==> config.mk <==
export PLATFORM = sky130hd
export DESIGN_NAME = div_ctrl_flat
export DESIGN_NICKNAME = d
export VERILOG_FILES = /design/src/rtl/div_ctrl_pkg.sv /design/src/rtl/div_ctrl_if.sv /design/src/rtl/div_step.sv /design/src/rtl/div_ctrl.sv /design/src/flat_wrapper.sv
export SDC_FILE = /design/constraint.sdc
export NUM_CORES = 1
export LEC_CHECK = 0
export BUFFER_PORTS_ARGS = -buffer_cell sky130_fd_sc_hd__buf_2
export CORE_ASPECT_RATIO = 0.7
export CORE_MARGIN = 8
export CORE_UTILIZATION = 48
export CTS_BUF_LIST = sky130_fd_sc_hd__clkbuf_4 sky130_fd_sc_hd__clkbuf_8
export CTS_CLUSTER_SIZE = 12
export DETAILED_ROUTE_END_ITERATION = 6
export PLACE_DENSITY = 0.67
export SYNTH_ARGS = -nofsm -noshare
export SYNTH_HDL_FRONTEND = slang
export SYNTH_SLANG_ARGS = --single-unit
==> constraint.sdc <==
create_clock -name clk -period 4.6 [get_ports clk]
set_input_delay 0.92 -clock clk [delete_from_list [all_inputs] [get_ports clk]]
set_output_delay 0.92 -clock clk [all_outputs]
set_load 0.1 [all_outputs]
==> src/rtl/div_ctrl_pkg.sv <==
// div_ctrl_pkg: shared state encodings, handshake constants and widths for the divider
package div_ctrl_pkg;
  localparam int DIV_WIDTH = 32;
  localparam int DIV_RES_W = 2 * DIV_WIDTH;
  localparam int DIV_CNT_W = 6;
  typedef enum logic [1:0] {
    DIV_IDLE   = 2'b00,
    DIV_BYZERO = 2'b01,
    DIV_ON     = 2'b10,
    DIV_END    = 2'b11
  } div_state_e;
  localparam logic DIV_START     = 1'b1;
  localparam logic DIV_STOP      = 1'b0;
  localparam logic DIV_READY     = 1'b1;
  localparam logic DIV_NOT_READY = 1'b0;
endpackage

==> src/rtl/div_ctrl_if.sv <==
// div_ctrl_if: EX-stage request/response bundle between the pipeline and the divider
interface div_ctrl_if #(parameter int WIDTH = 32);
  logic               start;
  logic               signed_div;
  logic               annul;
  logic [WIDTH-1:0]   opdata1;
  logic [WIDTH-1:0]   opdata2;
  logic [2*WIDTH-1:0] result;
  logic               ready;
  logic               stall;
  modport master (output start, signed_div, annul, opdata1, opdata2, input result, ready, stall);
  modport slave  (input start, signed_div, annul, opdata1, opdata2, output result, ready, stall);
endinterface

==> src/rtl/div_step.sv <==
// div_step: one restoring-division iteration (shift in next dividend bit, trial-subtract divisor)
module div_step #(parameter int WIDTH = 32) (
  input  logic [WIDTH-1:0] rem_i,
  input  logic [WIDTH-1:0] quo_i,
  input  logic [WIDTH-1:0] dvs_i,
  output logic [WIDTH-1:0] rem_o,
  output logic [WIDTH-1:0] quo_o
);
  logic [WIDTH:0] upper;
  logic [WIDTH:0] diff;
  // rem_i < dvs_i always, so the shifted upper part fits in WIDTH+1 bits
  assign upper = {rem_i, quo_i[WIDTH-1]};
  assign diff  = upper - {1'b0, dvs_i};
  assign rem_o = diff[WIDTH] ? upper[WIDTH-1:0] : diff[WIDTH-1:0];
  assign quo_o = {quo_i[WIDTH-2:0], ~diff[WIDTH]};
endmodule

==> src/rtl/div_ctrl.sv <==
// div_ctrl: multi-cycle DIV/DIVU controller, 32-step restoring division with sign fix-up
module div_ctrl
  import div_ctrl_pkg::*;
#(
  parameter int WIDTH = DIV_WIDTH,
  parameter int CNT_W = DIV_CNT_W
) (
  input logic   clk,
  input logic   resetn,
  div_ctrl_if.slave bus
);
  div_state_e         state_q, state_d;
  logic [CNT_W-1:0]   cnt_q, cnt_d;
  logic [WIDTH-1:0]   rem_q, rem_d, quo_q, quo_d, dvs_q, dvs_d;
  logic               qneg_q, qneg_d, rneg_q, rneg_d;
  logic [2*WIDTH-1:0] result_q, result_d;
  logic               ready_q, ready_d;
  logic               neg1, neg2;
  logic [WIDTH-1:0]   mag1, mag2, step_rem, step_quo;
  assign neg1 = bus.signed_div & bus.opdata1[WIDTH-1];
  assign neg2 = bus.signed_div & bus.opdata2[WIDTH-1];
  assign mag1 = neg1 ? -bus.opdata1 : bus.opdata1;
  assign mag2 = neg2 ? -bus.opdata2 : bus.opdata2;
  div_step #(.WIDTH(WIDTH)) u_step (
    .rem_i(rem_q),
    .quo_i(quo_q),
    .dvs_i(dvs_q),
    .rem_o(step_rem),
    .quo_o(step_quo)
  );
  always_comb begin
    state_d  = state_q;
    cnt_d    = cnt_q;
    rem_d    = rem_q;
    quo_d    = quo_q;
    dvs_d    = dvs_q;
    qneg_d   = qneg_q;
    rneg_d   = rneg_q;
    result_d = result_q;
    ready_d  = DIV_NOT_READY;
    case (state_q)
      DIV_IDLE: begin
        // ready_q guard keeps a start still high in the ready cycle from re-launching
        if (bus.start == DIV_START && !bus.annul && !ready_q) begin
          if (bus.opdata2 == '0) begin
            state_d = DIV_BYZERO;
          end else begin
            state_d = DIV_ON;
            cnt_d   = '0;
            rem_d   = '0;
            quo_d   = mag1;
            dvs_d   = mag2;
            qneg_d  = neg1 ^ neg2;
            rneg_d  = neg1;
          end
        end
      end
      DIV_BYZERO: begin
        if (bus.annul) begin
          state_d = DIV_IDLE;
        end else begin
          rem_d    = '0;
          quo_d    = '0;
          qneg_d   = 1'b0;
          rneg_d   = 1'b0;
          result_d = '0;
          state_d  = DIV_END;
        end
      end
      DIV_ON: begin
        if (bus.annul) begin
          state_d = DIV_IDLE;
        end else begin
          rem_d   = step_rem;
          quo_d   = step_quo;
          cnt_d   = cnt_q + 1'b1;
          state_d = (cnt_q == CNT_W'(WIDTH - 1)) ? DIV_END : DIV_ON;
        end
      end
      default: begin
        result_d = {rneg_q ? -rem_q : rem_q, qneg_q ? -quo_q : quo_q};
        ready_d  = DIV_READY;
        state_d  = DIV_IDLE;
      end
    endcase
  end
  always_ff @(posedge clk or negedge resetn) begin
    if (!resetn) begin
      state_q  <= DIV_IDLE;
      cnt_q    <= '0;
      rem_q    <= '0;
      quo_q    <= '0;
      dvs_q    <= '0;
      qneg_q   <= 1'b0;
      rneg_q   <= 1'b0;
      result_q <= '0;
      ready_q  <= DIV_NOT_READY;
    end else begin
      state_q  <= state_d;
      cnt_q    <= cnt_d;
      rem_q    <= rem_d;
      quo_q    <= quo_d;
      dvs_q    <= dvs_d;
      qneg_q   <= qneg_d;
      rneg_q   <= rneg_d;
      result_q <= result_d;
      ready_q  <= ready_d;
    end
  end
  assign bus.result = result_q;
  assign bus.ready  = ready_q;
  assign bus.stall  = bus.start & ~ready_q;
endmodule

==> src/flat_wrapper.sv <==
// flat-port wrapper written by rule: the top's interface ports become plain ports
module div_ctrl_flat import div_ctrl_pkg::*;
#(
  parameter int WIDTH = DIV_WIDTH,
  parameter int CNT_W = DIV_CNT_W
)
  (clk, resetn, bus_start, bus_signed_div, bus_annul, bus_opdata1, bus_opdata2, bus_result, bus_ready, bus_stall);
  div_ctrl_if #(.WIDTH(WIDTH)) bus_i ();
  input logic clk;
  input logic resetn;
  input wire logic [$bits(bus_i.start)-1:0] bus_start;
  input wire logic [$bits(bus_i.signed_div)-1:0] bus_signed_div;
  input wire logic [$bits(bus_i.annul)-1:0] bus_annul;
  input wire logic [$bits(bus_i.opdata1)-1:0] bus_opdata1;
  input wire logic [$bits(bus_i.opdata2)-1:0] bus_opdata2;
  output wire logic [$bits(bus_i.result)-1:0] bus_result;
  output wire logic [$bits(bus_i.ready)-1:0] bus_ready;
  output wire logic [$bits(bus_i.stall)-1:0] bus_stall;
  assign bus_i.start = bus_start;
  assign bus_i.signed_div = bus_signed_div;
  assign bus_i.annul = bus_annul;
  assign bus_i.opdata1 = bus_opdata1;
  assign bus_i.opdata2 = bus_opdata2;
  assign bus_result = bus_i.result;
  assign bus_ready = bus_i.ready;
  assign bus_stall = bus_i.stall;
  div_ctrl #(.WIDTH(WIDTH), .CNT_W(CNT_W)) u_core (.clk(clk), .resetn(resetn), .bus(bus_i));
endmodule
==> flow_summary.rst <==
.. list-table::
   :header-rows: 1

   * - Metric
     - Value
   * - Outcome
     - complete, no violations
   * - Post-route clock skew
     - 0.0127 ns
   * - Total global routing track utilization
     - 0.216
   * - Mapped Nets
     - 1,443
   * - Final-report hold violation count
     - 0
   * - Die Wd
     - 200 µm
   * - I/O Buffers
     - 134
   * - Max Freq
     - 274 MHz
   * - Ant diodes
     - 0
   * - Arrival time worst endpoint
     - 4.00 ns
   * - Starting DRC count in detailed routing
     - 901
   * - Mean Syn Cell Area
     - 8.54 µm²
   * - Cells taking the most area after synthesis
     - sky130_fd_sc_hd__dfrtp_1 (38%), sky130_fd_sc_hd__xor2_1 (7.8%), sky130_fd_sc_hd__o21ai_0 (7.4%)
   * - Half-perimeter wire length of the detailed placement result
     - 22.8 mm
   * - Peak supply drop
     - 494 µV
   * - Library cell appearing most often on the critical path
     - sky130_fd_sc_hd__o21ai_0
   * - Startpoint type of the worst setup path
     - flip-flop
   * - Clock Latency Late Sink
     - 0.48 ns
   * - Switching Share
     - 0.539
   * - Part of the power in combinational logic
     - 0.548
   * - Slowest library cell on the worst path
     - sky130_fd_sc_hd__xnor2_4
   * - Dominant register cell in the synthesized netlist
     - sky130_fd_sc_hd__dfrtp_1
   * - Number of cells after detailed placement
     - 1,735
   * - Initial Util
     - 0.485
   * - Final cycle utilization of the critical path
     - 0.795
   * - Cts-stage hold buffer count
     - 0
   * - Biggest fanout along the worst timing path
     - 15
   * - Total cell area at the placement stage
     - 0.0123 mm²
   * - Count of final max-slew check failures
     - 0
   * - Routed vias/inst
     - 5.66
   * - Cell area after synthesis
     - 0.0114 mm²
   * - Die area
     - 0.0290 mm²
   * - Last weighted congestion value of the routability-driven placer
     - 0.907
   * - Area fraction of the dominant cell type after synthesis
     - 0.376
   * - Setup-violating endpoint count in the final report
     - 0
   * - Routed Antenna Nets
     - 0
   * - Synthesis Warnings
     - 0
   * - Count of maximum capacitance violations
     - 0
   * - Global-route wire length before repair
     - 49.9 mm
   * - Vias in the first global route
     - 9,543
   * - Number of design rule violations left after detail routing
     - 0
   * - Final standard cell area without fillers
     - 0.0128 mm²
   * - Site row count
     - 47
   * - Sum of negative setup slack
     - 0 ns
   * - Number of flip-flops and latches in the synthesized netlist
     - 171
   * - Count of distinct cell types in the synthesized netlist
     - 70
   * - NumNets Final
     - 1,547
   * - Most used cells in the layout excluding fill and tap cells
     - sky130_fd_sc_hd__nand2_1 (217), sky130_fd_sc_hd__dfrtp_1 (171), sky130_fd_sc_hd__o21ai_0 (168)
   * - Post-synthesis cell count
     - 1,332
   * - Commonest non-fill, non-tap cell in the layout
     - sky130_fd_sc_hd__nand2_1
   * - Proportion of power drawn by the clock network
     - 0.153
   * - Biggest area consumer among synthesized cells
     - sky130_fd_sc_hd__dfrtp_1
   * - RSZ-0062 raised after global routing
     - no
   * - Slew headroom
     - 0.276
   * - Number of filler instances in the final layout
     - 2,170
   * - Clock transition time at the flip-flop clock pins of the worst setup and hold paths
     - 0.09 ns
   * - TritonRoute pass-1 iters
     - 5
   * - PnR Total Power
     - 8210 µW
   * - Fraction of layout cells with a size suffix above 1
     - 0.149
   * - Average wire per standard cell
     - 17.4 µm
   * - Number of primary I/O pins
     - 135
   * - Count of vias placed by the detailed router
     - 9,991
   * - Maximum buffer depth of the clock tree
     - 2
   * - Non-filler instance count after layout
     - 1,766
   * - Sequential cell fraction of total power
     - 0.299
   * - Internal power contribution
     - 3780 µW
   * - Die outline height
     - 145 µm
   * - Number of antenna violations at the first check in global routing
     - 0
   * - Clk Tree Root Cell
     - sky130_fd_sc_hd__clkbuf_8
   * - Clock tree from TritonCTS
     - yes
   * - Slew of the pin with the lowest slew margin
     - 1.09 ns
   * - Area added between synthesis and finish
     - 12.2%
   * - Clock sink count
     - 171
   * - Total power divided by cell area
     - 643 mW/mm²
   * - Minimum clock period after layout
     - 3.66 ns
   * - CP Cell Sequence
     - ha_1, fa_1, nor2b_1, o311a_1, o21ai_0, nand4_1, nand3_1, o211a_1, xnor2_4, buf_4, mux2i_1, o21ai_0
   * - Share of flip-flops with an asynchronous set or reset
     - 1.00
   * - Cell leakage power
     - 0.00597 µW
   * - H-tree lvl count
     - 4
   * - Post-detailed-routing wire length
     - 30.7 mm
   * - Minimum hold slack
     - 0.479 ns
   * - Setup crit end kind
     - flip-flop
   * - Number of flops mapped to enable cells by yosys
     - 0
   * - Sequential area share after synthesis
     - 0.376
   * - Crit path required time
     - 4.94 ns
   * - Post_cts resized
     - 0
   * - Remaining global-route overflow
     - 0
   * - Classification of the worst setup path
     - reg -> reg
   * - Worst hold path type
     - reg -> reg
   * - Psw
     - 4430 µW
   * - Core Footprint
     - 0.0235 mm²
   * - Peak per-stage delay on the critical path
     - 0.54 ns
   * - Post-CTS Setup Bufs
     - 0
   * - Largest net degree at the start of global routing
     - 83
   * - Total clock buffers created by CTS
     - 17
[per-stage QoR]
step	setup WS [ns]	utilization
after floorplan	0.939	-
after global placement	0.640	0.524
after detailed placement	0.516	0.524
after CTS	0.921	0.544
after global routing	0.684	0.544
final	0.944	0.544
[path summary, 6_finish.rpt]
check	endpoint	start	slack, ns	depth (start not counted)
setup / recovery	u_core.rem_q[15]$_DFFE_PN0P_	u_core.dvs_q[0]$_DFFE_PN0P_	0.94	12
hold / removal	u_core.bus.result[27]$_DFFE_PN0P_	u_core.bus.result[27]$_DFFE_PN0P_	0.48	2
setup reg to reg	u_core.rem_q[15]$_DFFE_PN0P_	u_core.dvs_q[0]$_DFFE_PN0P_	0.94	12
hold reg to reg	u_core.bus.result[27]$_DFFE_PN0P_	u_core.bus.result[27]$_DFFE_PN0P_	0.48	2
max in group asynchronous	u_core.bus.result[9]$_DFFE_PN0P_	resetn	3.17	2
min in group asynchronous	u_core.rem_q[6]$_DFFE_PN0P_	resetn	0.49	1
[cell families (layout without fill, tap and decap cells)]
logic type	Yosys count	count (layout)	share of synthesized area
compound gates	393	393	0.217
xor+xnor	148	148	0.115
fa+ha+maj	42	42	0.0468
buf+inv	117	233	0.0448
flops	171	171	0.376
mux	23	23	0.0202
simple gates	438	438	0.181
[Yosys cell counts, types with 28 or more instances]
cell type / count
sky130_fd_sc_hd__clkbuf_1: 42
sky130_fd_sc_hd__dfrtp_1: 171
sky130_fd_sc_hd__a21oi_1: 77
sky130_fd_sc_hd__nor2_1: 79
sky130_fd_sc_hd__nand2_1: 218
sky130_fd_sc_hd__ha_1: 41
sky130_fd_sc_hd__o31ai_1: 32
sky130_fd_sc_hd__xor2_1: 101
sky130_fd_sc_hd__a22oi_1: 28
sky130_fd_sc_hd__xnor2_1: 46
sky130_fd_sc_hd__inv_1: 51
sky130_fd_sc_hd__o21ai_0: 168
[sequential cells by signal, indices dropped and copies added (netlist names)]
signal and flops:
u_core.rneg_q 1, u_core.qneg_q 1, u_core.cnt_q 6, u_core.dvs_q 32
u_core.state_q 2, u_core.quo_q 32, u_core.bus.ready 1, u_core.bus.result 64
u_core.rem_q 32
[critical path: cells and delay by family (launching register included)]
kind	cells	cell delay, ns
XOR/XNOR	1	0.54
flip-flops	1	0.43
buffers and inverters	1	0.30
AND/OR/NAND/NOR	3	0.52
AO/OA/AOI/OAI	4	0.85
multiplexers	1	0.21
adder cells (fa/ha/maj)	2	0.67
[power by group through the flow]
stage | clock (µW) | sequential [µW] | combinational [µW]
6_report | 1250 | 2450 | 4500
5_1_grt | 1350 | 2530 | 4900
4_1_cts | 1280 | 2450 | 4520
3_5_place_dp | 0 | 2470 | 4510
3_3_place_gp | 0 | 2450 | 4450
2_1_floorplan | 0 | 3850 | 2140
[per-layer routing]
layer,global-route usage,part of all wire
met4,0.0664,0.017
met5,0,0
met3,0.0469,0.062
met1,0.313,0.50
met2,0.316,0.43
[cell type report]
type	count	area, µm²	area share
clock buffers	18	248	0.0194
clock inverters	13	215	0.0169
inverters	51	191	0.0150
multi-input cells	1044	6600	0.517
flip-flops and latches	171	4280	0.335
well taps	318	398	0.0312
repair buffers	151	830	0.0650
(Power assumes the default switching activity.)
